`config.mk`:
```
export PLATFORM = sky130hd
export DESIGN_NAME = alu_stack_sequencer
export DESIGN_NICKNAME = d
export VERILOG_FILES = /design/src/rtl/alu_stack_sequencer.sv
export SDC_FILE = /design/constraint.sdc
export NUM_CORES = 1
export LEC_CHECK = 0
export BUFFER_PORTS_ARGS = -buffer_cell sky130_fd_sc_hd__buf_2
export CAP_MARGIN = 5
export CORE_MARGIN = 4
export CORE_UTILIZATION = 53
export CTS_CLUSTER_SIZE = 40
export DETAILED_ROUTE_END_ITERATION = 10
export PLACE_DENSITY = 0.83
export REMOVE_ABC_BUFFERS = 1
export SLEW_MARGIN = 5
export SYNTH_ARGS = -nofsm -noshare
export SYNTH_HDL_FRONTEND = slang
export SYNTH_SLANG_ARGS = --single-unit
```
`constraint.sdc`:
```
create_clock -name CLK -period 2.4 [get_ports CLK]
set_clock_uncertainty 0.1 [all_clocks]
set_input_delay 0.48 -clock CLK [delete_from_list [all_inputs] [get_ports CLK]]
set_output_delay 0.48 -clock CLK [all_outputs]
set_load 0.05 [all_outputs]
```
`src/rtl/alu_stack_sequencer.sv`:
```
// Operand-stack sequencer for the combinational 8-bit ALU of the stack processor.
// Accepts PUSH/POP/EXEC/CLEAR over valid/ready and runs EXEC as OPND -> CALC -> WB,
// writing the ALU result back as the new top of stack.
// Optional feature: define ALU_SEQ_ZFLAG_EN to add the zflag output (zero result of last WB).
module alu_stack_sequencer #(
  parameter int unsigned DEPTH = 8,
  parameter int unsigned DW    = 8
) (
  input  logic                      CLK,
  input  logic                      reset_n,
  input  logic                      cmd_valid,
  output logic                      cmd_ready,
  input  logic [1:0]                cmd_kind,
  input  logic [1:0]                cmd_op,
  input  logic [DW-1:0]             cmd_imm,
  output logic [1:0]                alu_op,
  output logic [DW-1:0]             alu_a,
  output logic [DW-1:0]             alu_b,
  input  logic [DW-1:0]             alu_rslt,
  output logic [DW-1:0]             tos,
  output logic [$clog2(DEPTH):0]    depth,
`ifdef ALU_SEQ_ZFLAG_EN
  output logic                      zflag,
`endif
  output logic                      busy,
  output logic                      err
);

  localparam int unsigned AW     = $clog2(DEPTH);
  localparam int unsigned DepthW = AW + 1;

  localparam logic [1:0] KindPush  = 2'b00;
  localparam logic [1:0] KindPop   = 2'b01;
  localparam logic [1:0] KindExec  = 2'b10;
  localparam logic [1:0] KindClear = 2'b11;

  typedef enum logic [1:0] {StIdle, StOpnd, StCalc, StWb} state_e;

  state_e              state_q, state_d;
  logic [DepthW-1:0]   depth_q, depth_d;
  logic                err_q, err_d;
  logic [DW-1:0]       a_q, a_d, b_q, b_d, rslt_q, rslt_d;
  logic [1:0]          op_q, op_d;
`ifdef ALU_SEQ_ZFLAG_EN
  logic                zflag_q, zflag_d;
`endif

  logic [DW-1:0]       mem_q [DEPTH];
  logic                mem_we;
  logic [AW-1:0]       mem_waddr;
  logic [DW-1:0]       mem_wdata;

  logic [AW-1:0]       wr_idx, tos_idx, nos_idx;
  logic                accept, full, empty;

  assign wr_idx  = AW'(depth_q);
  assign tos_idx = AW'(depth_q - DepthW'(1));
  assign nos_idx = AW'(depth_q - DepthW'(2));
  assign full    = (depth_q == DepthW'(DEPTH));
  assign empty   = (depth_q == '0);

  assign cmd_ready = (state_q == StIdle);
  assign busy      = ~cmd_ready;
  assign accept    = cmd_valid & cmd_ready;
  assign depth     = depth_q;
  assign err       = err_q;
  assign tos       = empty ? '0 : mem_q[tos_idx];
`ifdef ALU_SEQ_ZFLAG_EN
  assign zflag     = zflag_q;
`endif

  // ALU operands are only presented during CALC; zero otherwise.
  assign alu_op = (state_q == StCalc) ? op_q : 2'b00;
  assign alu_a  = (state_q == StCalc) ? a_q  : '0;
  assign alu_b  = (state_q == StCalc) ? b_q  : '0;

  // Next-state and datapath decode for the command FSM.
  always_comb begin
    state_d   = state_q;
    depth_d   = depth_q;
    err_d     = err_q;
    a_d       = a_q;
    b_d       = b_q;
    op_d      = op_q;
    rslt_d    = rslt_q;
`ifdef ALU_SEQ_ZFLAG_EN
    zflag_d   = zflag_q;
`endif
    mem_we    = 1'b0;
    mem_waddr = wr_idx;
    mem_wdata = cmd_imm;
    unique case (state_q)
      StIdle: begin
        if (accept) begin
          unique case (cmd_kind)
            KindPush: begin
              if (full) begin
                err_d = 1'b1;
              end else begin
                mem_we  = 1'b1;
                depth_d = depth_q + DepthW'(1);
              end
            end
            KindPop: begin
              if (empty) err_d = 1'b1;
              else       depth_d = depth_q - DepthW'(1);
            end
            KindExec: begin
              if (depth_q < DepthW'(2)) begin
                err_d = 1'b1;
              end else begin
                op_d    = cmd_op;
                state_d = StOpnd;
              end
            end
            KindClear: begin
              depth_d = '0;
              err_d   = 1'b0;
            end
            default: ;
          endcase
        end
      end
      StOpnd: begin
        a_d     = mem_q[nos_idx];
        b_d     = mem_q[tos_idx];
        state_d = StCalc;
      end
      StCalc: begin
        rslt_d  = alu_rslt;
        state_d = StWb;
      end
      StWb: begin
        // Result replaces NOS; TOS is consumed.
        mem_we    = 1'b1;
        mem_waddr = nos_idx;
        mem_wdata = rslt_q;
        depth_d   = depth_q - DepthW'(1);
`ifdef ALU_SEQ_ZFLAG_EN
        zflag_d   = (rslt_q == '0);
`endif
        state_d   = StIdle;
      end
      default: state_d = StIdle;
    endcase
  end

  // State and datapath registers with synchronous active-low reset.
  always_ff @(posedge CLK) begin
    if (!reset_n) begin
      state_q <= StIdle;
      depth_q <= '0;
      err_q   <= 1'b0;
      a_q     <= '0;
      b_q     <= '0;
      op_q    <= 2'b00;
      rslt_q  <= '0;
`ifdef ALU_SEQ_ZFLAG_EN
      zflag_q <= 1'b0;
`endif
    end else begin
      state_q <= state_d;
      depth_q <= depth_d;
      err_q   <= err_d;
      a_q     <= a_d;
      b_q     <= b_d;
      op_q    <= op_d;
      rslt_q  <= rslt_d;
`ifdef ALU_SEQ_ZFLAG_EN
      zflag_q <= zflag_d;
`endif
    end
  end

  // Stack storage; contents are don't-care after reset, but reset blocks a pending write.
  always_ff @(posedge CLK) begin
    if (reset_n && mem_we) begin
      mem_q[mem_waddr] <= mem_wdata;
    end
  end

endmodule

```
# Yosys cells after proc, flatten, opt, wreduce, memory -nomap -nowiden
# Memories as Yosys holds them, arrays and structs flattened. A register that Yosys moved wholly into a read port is not among the register bits.
# Index checks and enable logic that the tools add are counted.
[word_totals] out_inout_bits=33 input_bits=23 reg_bits=25 ram_bits=64 n_memories=1 wordCells=65
[classes] bitwise_logic=3 n_reduce_logical=10 addsub=3 n_eq_ne=16 muxes=25 magnitude_cmp=1
[memory_table] memory="mem_q" words=8 width=8 read_ports=2 rd_clocked_by_memory_dff=1 wr=1 line="48" text="logic [DW-1:0] mem_q [DEPTH];"
[op_table] operator="$mux 8" count=4
[op_table] operator="$mux 4" count=3
[op_table] operator="$pmux 4 s3" count=1
[op_table] operator="$reduce_and 5->1" count=2
[op_table] operator="$eq 2x2->1 const B" count=4
[op_table] operator="$mux 1" count=8
[op_table] operator="$mux 2" count=4
[op_table] operator="$ne 2x2->1 const B" count=4
[op_table] operator="$pmux 2 s4" count=1
[op_table] operator="$pmux 4 s2" count=1
[op_table] operator="$ne 3x3->1 const B" count=2
[op_table] operator="$add 4x1->4 const B" count=1
[op_table] operator="$eq 2x1->1 const B" count=2
[op_table] operator="$eq 4x4->1 const B" count=1
[op_table] operator="$logic_not 2->1" count=2
[op_table] operator="$logic_not 4->1" count=1
[op_table] operator="$lt 4x2->1 const B" count=1
[op_table] operator="$ne 2x1->1 const B" count=2
[op_table] operator="$ne 4x1->1 const B" count=1
[op_table] operator="$pmux 1 s4" count=1
[op_table] operator="$reduce_and 4->1" count=1
[op_table] operator="$sub 4x1->4 const B" count=1
[op_table] operator="$mux 3" count=1
[op_table] operator="$reduce_and 3->1" count=1
[op_table] operator="7 further kinds" count=8

# Longest topological paths before layout
# Gate-level depths: netlist (run 1).
[logic_depth] depth_word=8 ltp_mapped=10 ltp_nobuf=6

# Worst setup path after synthesis (run 1)
# Ideal clock, no wire load.
[synth_timing] path_kind="register to output" start="register depth_q[0], in the netlist depth[0]" end="output tos[5]" arrival_time_ns=2.456 stages_incl_launch_ff=10 setup_slack_ns=-0.636 path_buffers=4 t_required_ns=1.820 path_cell_list="dfxtp_1 buf_6 buf_12 inv_1 ha_1 buf_2 buf_2 mux4_2 o21ai_0 nand2_1"
[synth_between] elab_chain_cells=3 word_cells_on_any_way=4 classes_between="1 x add/sub; 1 x mux; 1 x reduce/logical; 1 x memory"
[synth_lines] item="from (decl)" line="40" text="logic [DepthW-1:0] depth_q, depth_d;"
[synth_lines] item="from (signal assigned)" line="163" text="depth_q <= depth_d;"
[synth_lines] item="$sub 4x1->4"
[synth_lines] item="$mem_v2 8x8"
[synth_lines] item="$mux 8 *" line="67" text="assign tos = empty ? '0 : mem_q[tos_idx];"
[synth_lines] item="to (decl)" line="20" text="output logic [DW-1:0] tos,"
# Every way passes the cells marked *; elsewhere a longest branch is shown, timed or not.

# Final worst setup path (run 1)
[layout_timing] start="register depth_q[0], in the netlist depth[0]" end="output tos[6]"
# The elaborated chain is that of the path after synthesis.

==> results of run 1 <==
critical path, cell delays in order, from the launching register on:
cell	delay, ps
dfxtp_4	400
inv_4	40
ha_4	310
mux4_2	370
a22oi_2	220
nand3_2	150
buf_8	170
registers in the layout, summed over array words and instances (netlist names):
register	count
depth	4
err	1
state_q	2
mem_q	64
op_q	2
rslt_q	8
b_q	8
a_q	8
stage by stage:
stage | setup slack [ps] | power [mW]
2_1_floorplan | -1881 | 4.404
3_3_place_gp | 147.1 | 5.134
3_5_place_dp | 74.51 | 5.254
4_1_cts | -167.8 | 6.791
5_1_grt | -222.3 | 7.251
6_report | -230.2 | 6.929
synthesized netlist by cell type (5+ instances only):
library cell / n
edfxtp_1: 64
nor2_1: 40
dfxtp_1: 33
o21ai_0: 30
mux4_2: 27
nand2_1: 22
and2_1: 18
o22ai_1: 16
ha_1: 14
inv_1: 12
a21oi_1: 11
clkbuf_1: 10
buf_2: 9
mux2_2: 9
mux2i_1: 9
nand3_1: 6
mux4_1: 5
nor3_1: 5
how the worst max path moves through the flow:
stage,start,end
4_1_cts,depth[0]$_SDFFE_PN0P_,tos[6]
6_report,depth[0]$_SDFFE_PN0P_,tos[6]
2_1_floorplan,depth[0]$_SDFFE_PN0P_,tos[6]
3_5_place_dp,depth[0]$_SDFFE_PN0P_,tos[6]
3_3_place_gp,depth[0]$_SDFFE_PN0P_,tos[6]
5_1_grt,depth[0]$_SDFFE_PN0P_,tos[3]
repair_timing:
item                       in CTS  in global routing
pin swaps                       3                  2
cloned                          2                  0
hold endpoints to repair        0                  0
setup buffers                   6                  3
setup endpoints to repair      23                 23
gates resized for setup        31                  3
cells in the final DEF (no fill, tap or decap), types with 3 or more instances in the layout:
| master | synthesis | final |
|---|---|---|
| mux4_2 | 27 | 30 |
| nor3_1 | 5 | 5 |
| clkbuf_8 | 0 | 9 |
| buf_4 | 0 | 33 |
| mux2i_1 | 9 | 9 |
| dfxtp_1 | 33 | 31 |
| nand3_1 | 6 | 5 |
| nor2b_1 | 3 | 3 |
| edfxtp_1 | 64 | 64 |
| a21oi_1 | 11 | 11 |
| ha_1 | 14 | 12 |
| buf_2 | 9 | 46 |
| nand4_1 | 3 | 3 |
| o22ai_1 | 16 | 16 |
| buf_6 | 4 | 5 |
| mux2_2 | 9 | 9 |
| o21ai_1 | 1 | 4 |
| and2_1 | 18 | 18 |
| inv_1 | 12 | 10 |
| nand2_1 | 22 | 22 |
| o21ai_0 | 30 | 27 |
| nor2_1 | 40 | 40 |
cell families (layout without fill, tap and decap cells):
logic type / Yosys count / in the layout / share of synthesized area [%]
AND/OR/NAND/NOR: 103 / 103 / 9.907
flip-flops: 97 / 97 / 53.39
AO/OA/AOI/OAI: 73 / 73 / 9.235
multiplexers: 50 / 50 / 19.24
buffers and inverters: 37 / 119 / 4.061
adder cells (fa/ha/maj): 14 / 14 / 3.621
XOR/XNOR: 3 / 3 / 0.5433
power breakdown:
| part | total, mW | internal (mW) | switching (mW) |
|---|---|---|---|
| sequential | 2.09 | 1.97 | 0.112 |
| clock | 1.12 | 0.501 | 0.616 |
| combinational | 3.73 | 1.55 | 2.17 |
layout make-up:
cell class,count,share of cell area [%]
clock buffer,9,2.165
clock inverter,7,1.487
inverter,13,0.8966
multi-input combinational,243,36.39
sequential,97,45.22
tap,108,2.362
timing repair buffer,90,11.48
routing by layer:
layer  wire length [um]  up-vias  share of wire, %
met4                473        0               3.9
met1               4835     1678                40
met3               1253       61                10
li1                   -     1576                 -
met2               5628      299                46
met5                  0        -                 0
==> key figures, run 1 <==
STA
  – Hold Slack: 232.8 ps
  – Setup repair after global routing missed its margin: yes
  – FMAX: 0.3802 GHz
  – Slew @ Worst Pin: 524.8 ps
  – Max Slew Vio Count: 0
  – Period minus WS final: 2630 ps
  – Relative slew slack: 64.64%
  – Final setup viols: 8
  – Final hold viol count: 0
  – Setup TNS: -1232 ps
  – Crit share post-route: 109.6%
  – PnR worst setup slack: -230.2 ps

Synthesis
  – Synth warn: 0
  – Seq cells post-synth: 97
  – Synthesized area: 4837 um2
  – Netlist cell types: 44
  – Fraction of registers with async set/reset: 0%
  – Dominant synthesized flop cell: edfxtp_1
  – Post-Synthesis Cells: 377
  – Register area share after synthesis: 53.39%
  – Post-synth EDFFs: 64
  – Syn avg cell area: 12.83 um2
  – Top post-synthesis cells by area: edfxtp_1 40%, dfxtp_1 14%, mux4_2 13%, ha_1 3.6%, nor2_1 3.1%
  – Synth top area share: 39.73%
  – Leading area contributor after synthesis: edfxtp_1

Status
  – Status: finished, violations left
  – Failing checks: setup timing

Setup path
  – CP Class: reg -> out
  – Crit path capture type: output port
  – FF-to-FF Start: state_q[0]$_SDFFE_PN0P_
  – Reg2reg end: mem_q[4][5]$_DFFE_PP_
  – CP Max Fanout: 5
  – Reg2Reg Depth: 7
  – Crit path required time: 1820 ps
  – Startpoint Class: flip-flop
  – R2r setup slk: 90 ps
  – WP data arrival: 2050 ps

Detailed routing
  – Post-route ant nets: 0
  – Drt first pass iters: 5
  – Routed vias/inst: 6.374
  – Final WL: 12.19 mm
  – DRC violations left: 0
  – Routed WL per cell: 21.50 um
  – Routed vias: 3614
  – Initial DRC count: 456

GRT
  – Met1 Track Usage GR: 30.88%
  – Gr usage total: 22.88%
  – Global Route met3 Usage: 5.597%
  – First-pass GRT wire length: 19.35 mm
  – Initial antenna violation count: 0
  – Vias in the first global route: 3577
  – Largest net degree at the start of global routing: 20
  – GRT met2 Usage: 35.75%
  – GR peak layer: met2
  – Overflow after GRT: 0

Placement
  – RD Place Congestion: 0.8247
  – Placed cells: 540
  – Placed inst area: 5306 um2
  – Port bufs: 55
  – Post-detail-place hpwl: 8.311 mm

Worst hold path
  – Worst Hold Class: in -> reg
  – HP Start: cmd_op[1]
  – Hold EP: op_q[1]$_SDFFE_PN0P_
  – Worst hold stages: 3

Finish
  – Fin nets: 491
  – ANT cells: 0
  – Register area: 2587 um2
  – Design Area, Final: 5722 um2
  – Final core occ: 64.98%
  – Layout cells sized above 1: 34.42%
  – Area occupied by multi-input gates: 2082 um2
  – Finished Layout Cells: 567
  – Fill cell count: 615
  – Layout area overhead: 18.29%

Clock network
  – Clock transition at path regs: 100 ps
  – CTS tree: yes
  – CTS root buf: clkbuf_8
  – Clk buf depth: 2
  – Hold Buf Count CTS: 0
  – Inserted Clock Buffers: 9
  – H-Tree Depth: 3
  – Sink Count: 97
  – Clock Latency Late Sink: 380 ps

Floorplan
  – Die H: 103.5 um
  – Starting Density: 54.93%
  – Core footprint: 8806 um2
  – Die area: 10720 um2
  – Site Rows: 34
  – Chip width: 103.5 um
  – I/O pin count: 56

Run
  – Max cap viols: 0

Power and ir drop
  – Worst VDD drop: 0.5173 mV
  – Pleak: 2.151 nW
  – PwrDens: 1211 nW/um2
No activity file was read; power rests on OpenSTA's default activity.
==> run 2, diff against run 1 <==
--- a/config.mk
+++ b/config.mk
@@ -8,7 +8,7 @@
 export BUFFER_PORTS_ARGS = -buffer_cell sky130_fd_sc_hd__buf_2
 export CAP_MARGIN = 5
 export CORE_MARGIN = 4
-export CORE_UTILIZATION = 53
+export CORE_UTILIZATION = 55
 export CTS_CLUSTER_SIZE = 40
 export DETAILED_ROUTE_END_ITERATION = 10
 export PLACE_DENSITY = 0.83
==> constraint.sdc (replaced) <==
create_clock -name CLK -period 3.35 [get_ports CLK]
set_clock_uncertainty 0.1 [all_clocks]
set_input_delay 0.67 -clock CLK [delete_from_list [all_inputs] [get_ports CLK]]
set_output_delay 0.67 -clock CLK [all_outputs]
set_load 0.05 [all_outputs]
==> run 2 against run 1 <==
Compared with the run above: sequential share of layout area is 2.2 points higher; first-iteration DRC count down 19%; clock power decreased by 30%; the flow now finishes without violations; hold slack improved by 150 ps; largest cell class unchanged; register-to-register slack improved by 470 ps; setup slack gained 400 ps; critical endpoint is now tos[4]; global-route usage increased by 0.62 points; total power down 35%; largest power group unchanged.
==> key figures, run 2 (synthesis gave the netlist of run 1 again) <==
Detailed routing
  – Post-route ant nets: 0 (unchanged)
  – Initial DRC count: 370 (was 456)
  – DRC violations left: 0 (unchanged)
  – Drt first pass iters: 7 (was 5)
  – Routed vias: 3491 (was 3614)
  – Routed WL per cell: 21.03 um (was 21.50 um)
  – Final WL: 11.55 mm (was 12.19 mm)
  – Routed vias/inst: 6.359 (was 6.374)

Finish
  – Fill cell count: 636 (was 615)
  – Most common cell after layout, fill and taps aside: edfxtp_1 (unchanged)
  – Layout area overhead: 12.73% (was 18.29%)
  – Top reg by flops: mem_q (unchanged)
  – Design Area, Final: 5453 um2 (was 5722 um2)
  – Most frequent cells in the layout: 64 x edfxtp_1, 55 x buf_2, 40 x nor2_1 (was 64 x edfxtp_1, 46 x buf_2, 40 x nor2_1)
  – Max FFs per register: 64 (unchanged)
  – Fin nets: 476 (was 491)
  – Layout cells sized above 1: 29.95% (was 34.42%)
  – ANT cells: 0 (unchanged)

Clock network
  – Resized Gates After CTS: 0 (was 31)
  – H-Tree Depth: 3 (unchanged)
  – Clock transition at path regs: 110 ps (was 100 ps)
  – Hold Buf Count CTS: 0 (unchanged)
  – Inserted Clock Buffers: 9 (unchanged)
  – CTS tree: yes (unchanged)
  – Sink Count: 97 (unchanged)
  – CTS root buf: clkbuf_8 (unchanged)
  – Clk buf depth: 2 (unchanged)
  – Clock Latency Late Sink: 380 ps (about the same)
  – Post-CTS Setup Bufs: 0 (was 6)

Power and ir drop
  – PwrDens: 824.2 nW/um2 (was 1211 nW/um2)
  – Clock share of power: 17.4% (was 16.1%)
  – Combinational share of power: 49.4% (was 53.8%)
  – Switching power: 1.948 mW (was 2.899 mW)
  – Sw frac: 43.35% (was 41.85%)
  – Internal power: 2.546 mW (was 4.030 mW)
  – Pleak: 2.050 nW (was 2.151 nW)
  – Worst VDD drop: 0.4976 mV (was 0.5173 mV)
  – Sequential power share: 33.2% (was 30.1%)

STA
  – Hold Slack: 384.5 ps (was 232.8 ps)
  – Slew @ Worst Pin: 808.2 ps (was 524.8 ps)
  – Setup repair after global routing missed its margin: no (was yes)
  – Max Slew Vio Count: 0 (unchanged)
  – Final setup viols: 0 (was 8)
  – Crit share post-route: 95.06%
  – Final hold viol count: 0 (unchanged)
  – PnR worst setup slack: 165.6 ps (was -230.2 ps)
  – Relative slew slack: 46.12% (was 64.64%)
  – Period minus WS final: 3184 ps
  – FMAX: 0.3140 GHz

GRT
  – Vias in the first global route: 3464 (was 3577)
  – First-pass GRT wire length: 18.02 mm (was 19.35 mm)
  – Initial antenna violation count: 0 (unchanged)
  – Overflow after GRT: 0 (unchanged)
  – Gr usage total: 23.49% (was 22.88%)
  – Largest net degree at the start of global routing: 22 (was 20)

Setup path
  – Crit path required time: 2580 ps (was 1820 ps)
  – CP Class: reg -> out (unchanged)
  – WP data arrival: 2410 ps (was 2050 ps)
  – CP Max Fanout: 10 (was 5)
  – Crit path capture type: output port (unchanged)
  – Startpoint Class: flip-flop (unchanged)

Placement
  – RD Place Congestion: 0.8205 (was 0.8247)
  – Post-detail-place hpwl: 8.000 mm (was 8.311 mm)
  – Port bufs: 55 (unchanged)
  – Setup WS pre-CTS: 578.1 ps (was 74.51 ps)
  – Placed inst area: 5248 um2 (was 5306 um2)

Floorplan
  – Core footprint: 8382 um2 (was 8806 um2)
  – Die area: 10360 um2 (was 10720 um2)
  – Starting Density: 57.71% (was 54.93%)
  – Site Rows: 33 (was 34)
  – Chip width: 101.8 um (was 103.5 um)
  – Die H: 101.8 um (was 103.5 um)
  – I/O pin count: 56 (unchanged)

Worst hold path
  – Worst Hold Class: reg -> reg (was in -> reg)

Status
  – Status: completed (was finished, violations left)

Run
  – Max cap viols: 0 (unchanged)
## run 2: changes by cell type in the layout (fill, tap and decap cells not counted), moves of 2 or more
| cell | before | now |
|---|---|---|
| mux4_1 | 2 | 5 |
| buf_2 | 46 | 55 |
| buf_6 | 5 | 0 |
| o21ai_1 | 4 | 1 |
| buf_12 | 2 | 0 |
| mux4_2 | 30 | 27 |
| ha_4 | 2 | 0 |
| inv_1 | 10 | 12 |
| ha_1 | 12 | 14 |
| o21ai_0 | 27 | 30 |
| buf_4 | 33 | 20 |
## run 2: final timing paths
| kind | startpoint | end | slack, ps | cells past startpoint |
|---|---|---|---|---|
| worst max-delay path | depth[1]$_SDFFE_PN0P_ | tos[4] | 170 | 7 |
| worst min-delay path | op_q[1]$_SDFFE_PN0P_ | op_q[1]$_SDFFE_PN0P_ | 380 | 2 |
| worst max register to register | depth[1]$_SDFFE_PN0P_ | mem_q[7][3]$_DFFE_PP_ | 560 | 7 |
| worst min register to register | op_q[1]$_SDFFE_PN0P_ | op_q[1]$_SDFFE_PN0P_ | 380 | 2 |
## run 2: stage by stage
step,setup TNS [ps],instances,power [mW],util [%]
after floorplan,-45390,353,3.155,-
after global placement,0,533,3.647,62.61
after detailed placement,0,533,3.719,62.61
after CTS,0,549,4.489,65.05
after global routing,0,549,4.722,65.05
final,0,549,4.494,65.05
## run 2: area by class of cell
type / count / area [um2] / area share [%]
timing repair buffer: 75 / 425.4 / 7.802
clock inverter: 5 / 42.54 / 0.7802
tap: 105 / 131.4 / 2.409
multi-input combinational: 243 / 2058 / 37.75
clock buffer: 11 / 162.7 / 2.983
sequential: 97 / 2584 / 47.38
inverter: 13 / 48.80 / 0.8949
## run 2: routing by layer
layer	wire, um	vias to the layer above	global-route usage, %
li1	-	1546	-
met1	4474	1701	30.91
met2	5580	207	38.33
met3	1108	37	4.132
met4	382	0	10.63
met5	0	-	0
## run 2: power groups by stage
stage / logic [mW] / clock network, mW / registers, mW
after floorplan: 1.50 / 0 / 1.65
after global placement: 2.13 / 0 / 1.51
after detailed placement: 2.20 / 0 / 1.52
after CTS: 2.21 / 0.787 / 1.49
after global routing: 2.37 / 0.841 / 1.51
final: 2.22 / 0.782 / 1.49
## run 2: worst max-delay path, cell delays in order (launching register included)
cell     delay (ps)
dfxtp_1         340
inv_1           120
ha_1            540
buf_4           290
mux4_2          340
o21ai_0         100
nand2_1         100
buf_2           220
==> run 3, diff against run 2 <==
--- a/config.mk
+++ b/config.mk
@@ -9,6 +9,7 @@
 export CAP_MARGIN = 5
 export CORE_MARGIN = 4
 export CORE_UTILIZATION = 55
+export CTS_BUF_LIST = sky130_fd_sc_hd__clkbuf_4 sky130_fd_sc_hd__clkbuf_8
 export CTS_CLUSTER_SIZE = 40
 export DETAILED_ROUTE_END_ITERATION = 10
 export PLACE_DENSITY = 0.83
==> run 3 against run 2 <==
Compared with the run above: first-iteration DRC count up 1.1%; setup slack worse by 5.1 ps; fmax down 0.16%.
==> key figures, run 3 (synthesis gave the netlist of run 1 again) <==
Status
  – Status: completed (unchanged)

STA
  – FMAX: 0.3135 GHz (was 0.3140 GHz)
  – Final hold viol count: 0 (unchanged)
  – Relative slew slack: 46.10% (was 46.12%)
  – Period minus WS final: 3189 ps (was 3184 ps)
  – Setup TNS: 0 ps (unchanged)
  – Slew @ Worst Pin: 808.5 ps (was 808.2 ps)
  – Hold Slack: 385.1 ps (was 384.5 ps)
  – Setup repair after global routing missed its margin: no (unchanged)
  – Max Slew Vio Count: 0 (unchanged)
  – Final setup viols: 0 (unchanged)
  – Crit share post-route: 95.21% (was 95.06%)

GRT
  – Gr usage total: 23.61% (was 23.49%)
  – Initial antenna violation count: 0 (unchanged)
  – First-pass GRT wire length: 18.11 mm (was 18.02 mm)
  – GR peak layer: met2 (unchanged)
  – Overflow after GRT: 0 (unchanged)
  – Vias in the first global route: 3472 (was 3464)
  – GRT met2 Usage: 38.53% (was 38.33%)
  – Global Route met3 Usage: 4.339% (was 4.132%)
  – Largest net degree at the start of global routing: 22 (unchanged)
  – Met1 Track Usage GR: 30.96% (was 30.91%)

Setup path
  – WP data arrival: 2420 ps (was 2410 ps)
  – CP startpoint: depth[1]$_SDFFE_PN0P_ (unchanged)
  – R2r setup slk: 570 ps (was 560 ps)
  – FF-to-FF Start: depth[1]$_SDFFE_PN0P_ (unchanged)
  – Crit path to: tos[4] (unchanged)
  – CP Class: reg -> out (unchanged)
  – Startpoint Class: flip-flop (unchanged)
  – Crit path required time: 2580 ps (about the same)
  – CP Max Fanout: 10 (unchanged)
  – Reg2reg end: mem_q[7][3]$_DFFE_PP_ (unchanged)
  – Reg2Reg Depth: 7 (unchanged)
  – Crit path capture type: output port (unchanged)

Floorplan
  – I/O pin count: 56 (unchanged)
  – Starting Density: 57.71% (unchanged)
  – Chip width: 101.8 um (unchanged)
  – Die H: 101.8 um (unchanged)
  – Site Rows: 33 (unchanged)
  – Core footprint: 8382 um2 (unchanged)
  – Die area: 10360 um2 (unchanged)

Clock network
  – Clock Latency Late Sink: 380 ps (about the same)
  – Hold Buf Count CTS: 0 (unchanged)
  – Clock transition at path regs: 110 ps (about the same)
  – CTS tree: yes (unchanged)
  – Inserted Clock Buffers: 9 (unchanged)
  – Clk buf depth: 2 (unchanged)
  – Sink Count: 97 (unchanged)
  – Post-CTS Setup Bufs: 0 (unchanged)
  – CTS root buf: clkbuf_8 (unchanged)
  – Resized Gates After CTS: 0 (unchanged)
  – H-Tree Depth: 3 (unchanged)

Power and ir drop
  – Sw frac: 43.00% (was 43.35%)
  – Switching power: 1.943 mW (was 1.948 mW)
  – Pleak: 2.052 nW (was 2.050 nW)
  – PwrDens: 828.0 nW/um2 (was 824.2 nW/um2)
  – Clock share of power: 17.9% (was 17.4%)
  – Sequential power share: 33.0% (was 33.2%)
  – Final Power: 4.519 mW (was 4.494 mW)
  – Internal power: 2.576 mW (was 2.546 mW)
  – Combinational share of power: 49.0% (was 49.4%)
  – Worst VDD drop: 0.4002 mV (was 0.4976 mV)

Detailed routing
  – Initial DRC count: 374 (was 370)
  – Drt first pass iters: 5 (was 7)
  – Routed WL per cell: 20.90 um (was 21.03 um)
  – DRC violations left: 0 (unchanged)
  – Routed vias/inst: 6.301 (was 6.359)
  – Final WL: 11.47 mm (was 11.55 mm)
  – Post-route ant nets: 0 (unchanged)
  – Routed vias: 3459 (was 3491)

Worst hold path
  – Worst Hold Class: reg -> reg (unchanged)

Finish
  – Fill cell count: 634 (was 636)
  – Finished Layout Cells: 549 (unchanged)
  – Layout area overhead: 12.83% (was 12.73%)
  – Fin nets: 476 (unchanged)
  – Area occupied by multi-input gates: 2058 um2 (unchanged)
  – Most frequent cells in the layout: 64 x edfxtp_1, 55 x buf_2, 40 x nor2_1 (unchanged)
  – Max FFs per register: 64 (unchanged)
  – Register area: 2584 um2 (unchanged)
  – Layout cells sized above 1: 29.95% (unchanged)
  – Design Area, Final: 5458 um2 (was 5453 um2)
  – Most common cell after layout, fill and taps aside: edfxtp_1 (unchanged)
  – Top reg by flops: mem_q (unchanged)
  – ANT cells: 0 (unchanged)

Run
  – Max cap viols: 0 (unchanged)

Placement
  – Post-detail-place hpwl: 8.000 mm (unchanged)
  – RD Place Congestion: 0.8205 (unchanged)
  – Placed cells: 533 (unchanged)
  – Port bufs: 55 (unchanged)
  – Placed inst area: 5248 um2 (unchanged)
[run 3: cell count changes in the layout (fill, tap and decap cells not counted)]
cell       change
clkbuf_16      -1
bufinv_16      +1
[run 3: cell type report]
type                            count  share of cell area, %
Clock inverter                      6                  1.330
Multi-Input combinational cell    243                  37.71
Timing Repair Buffer               75                  7.795
Tap cell                          105                  2.407
Inverter                           13                 0.8941
Clock buffer                       10                  2.522
Sequential cell                    97                  47.34
[run 3: power groups by stage]
stage	registers, mW	logic (mW)	clock network, mW
floorplan	1.65	1.50	0
finish	1.49	2.22	0.810
detailed placement	1.52	2.20	0
global route	1.51	2.37	0.872
CTS	1.49	2.21	0.819
global placement	1.51	2.13	0
[run 3: how the worst min path moves through the flow]
stage | from | to | slack [ps] | cells past startpoint
final | op_q[1]$_SDFFE_PN0P_ | op_q[1]$_SDFFE_PN0P_ | 390 | 2
after global routing | op_q[1]$_SDFFE_PN0P_ | op_q[1]$_SDFFE_PN0P_ | 420 | 2
after CTS | op_q[1]$_SDFFE_PN0P_ | op_q[1]$_SDFFE_PN0P_ | 390 | 2
after detailed placement | op_q[1]$_SDFFE_PN0P_ | op_q[1]$_SDFFE_PN0P_ | 370 | 2
after global placement | op_q[1]$_SDFFE_PN0P_ | op_q[1]$_SDFFE_PN0P_ | 360 | 2
after floorplan | op_q[0]$_SDFFE_PN0P_ | op_q[0]$_SDFFE_PN0P_ | 350 | 2
[run 3: through the flow]
step	util, %	setup slack [ps]
finish	65.11	160.6
detailed placement	62.61	578.1
floorplan	-	-1121
global placement	62.61	686.5
CTS	65.11	169.7
global route	65.11	61.88
[run 3: worst max-delay path: stages (launching register included)]
cell and delay [ps]:
dfxtp_1 340, inv_1 120, ha_1 550, buf_4 290, mux4_2 340, o21ai_0 100
nand2_1 100, buf_2 220
[run 3: routing by layer]
layer  wire, um  vias up
met5          0        -
met2       5571      191
li1           -     1548
met3       1131       34
met4        378        0
met1       4393     1686
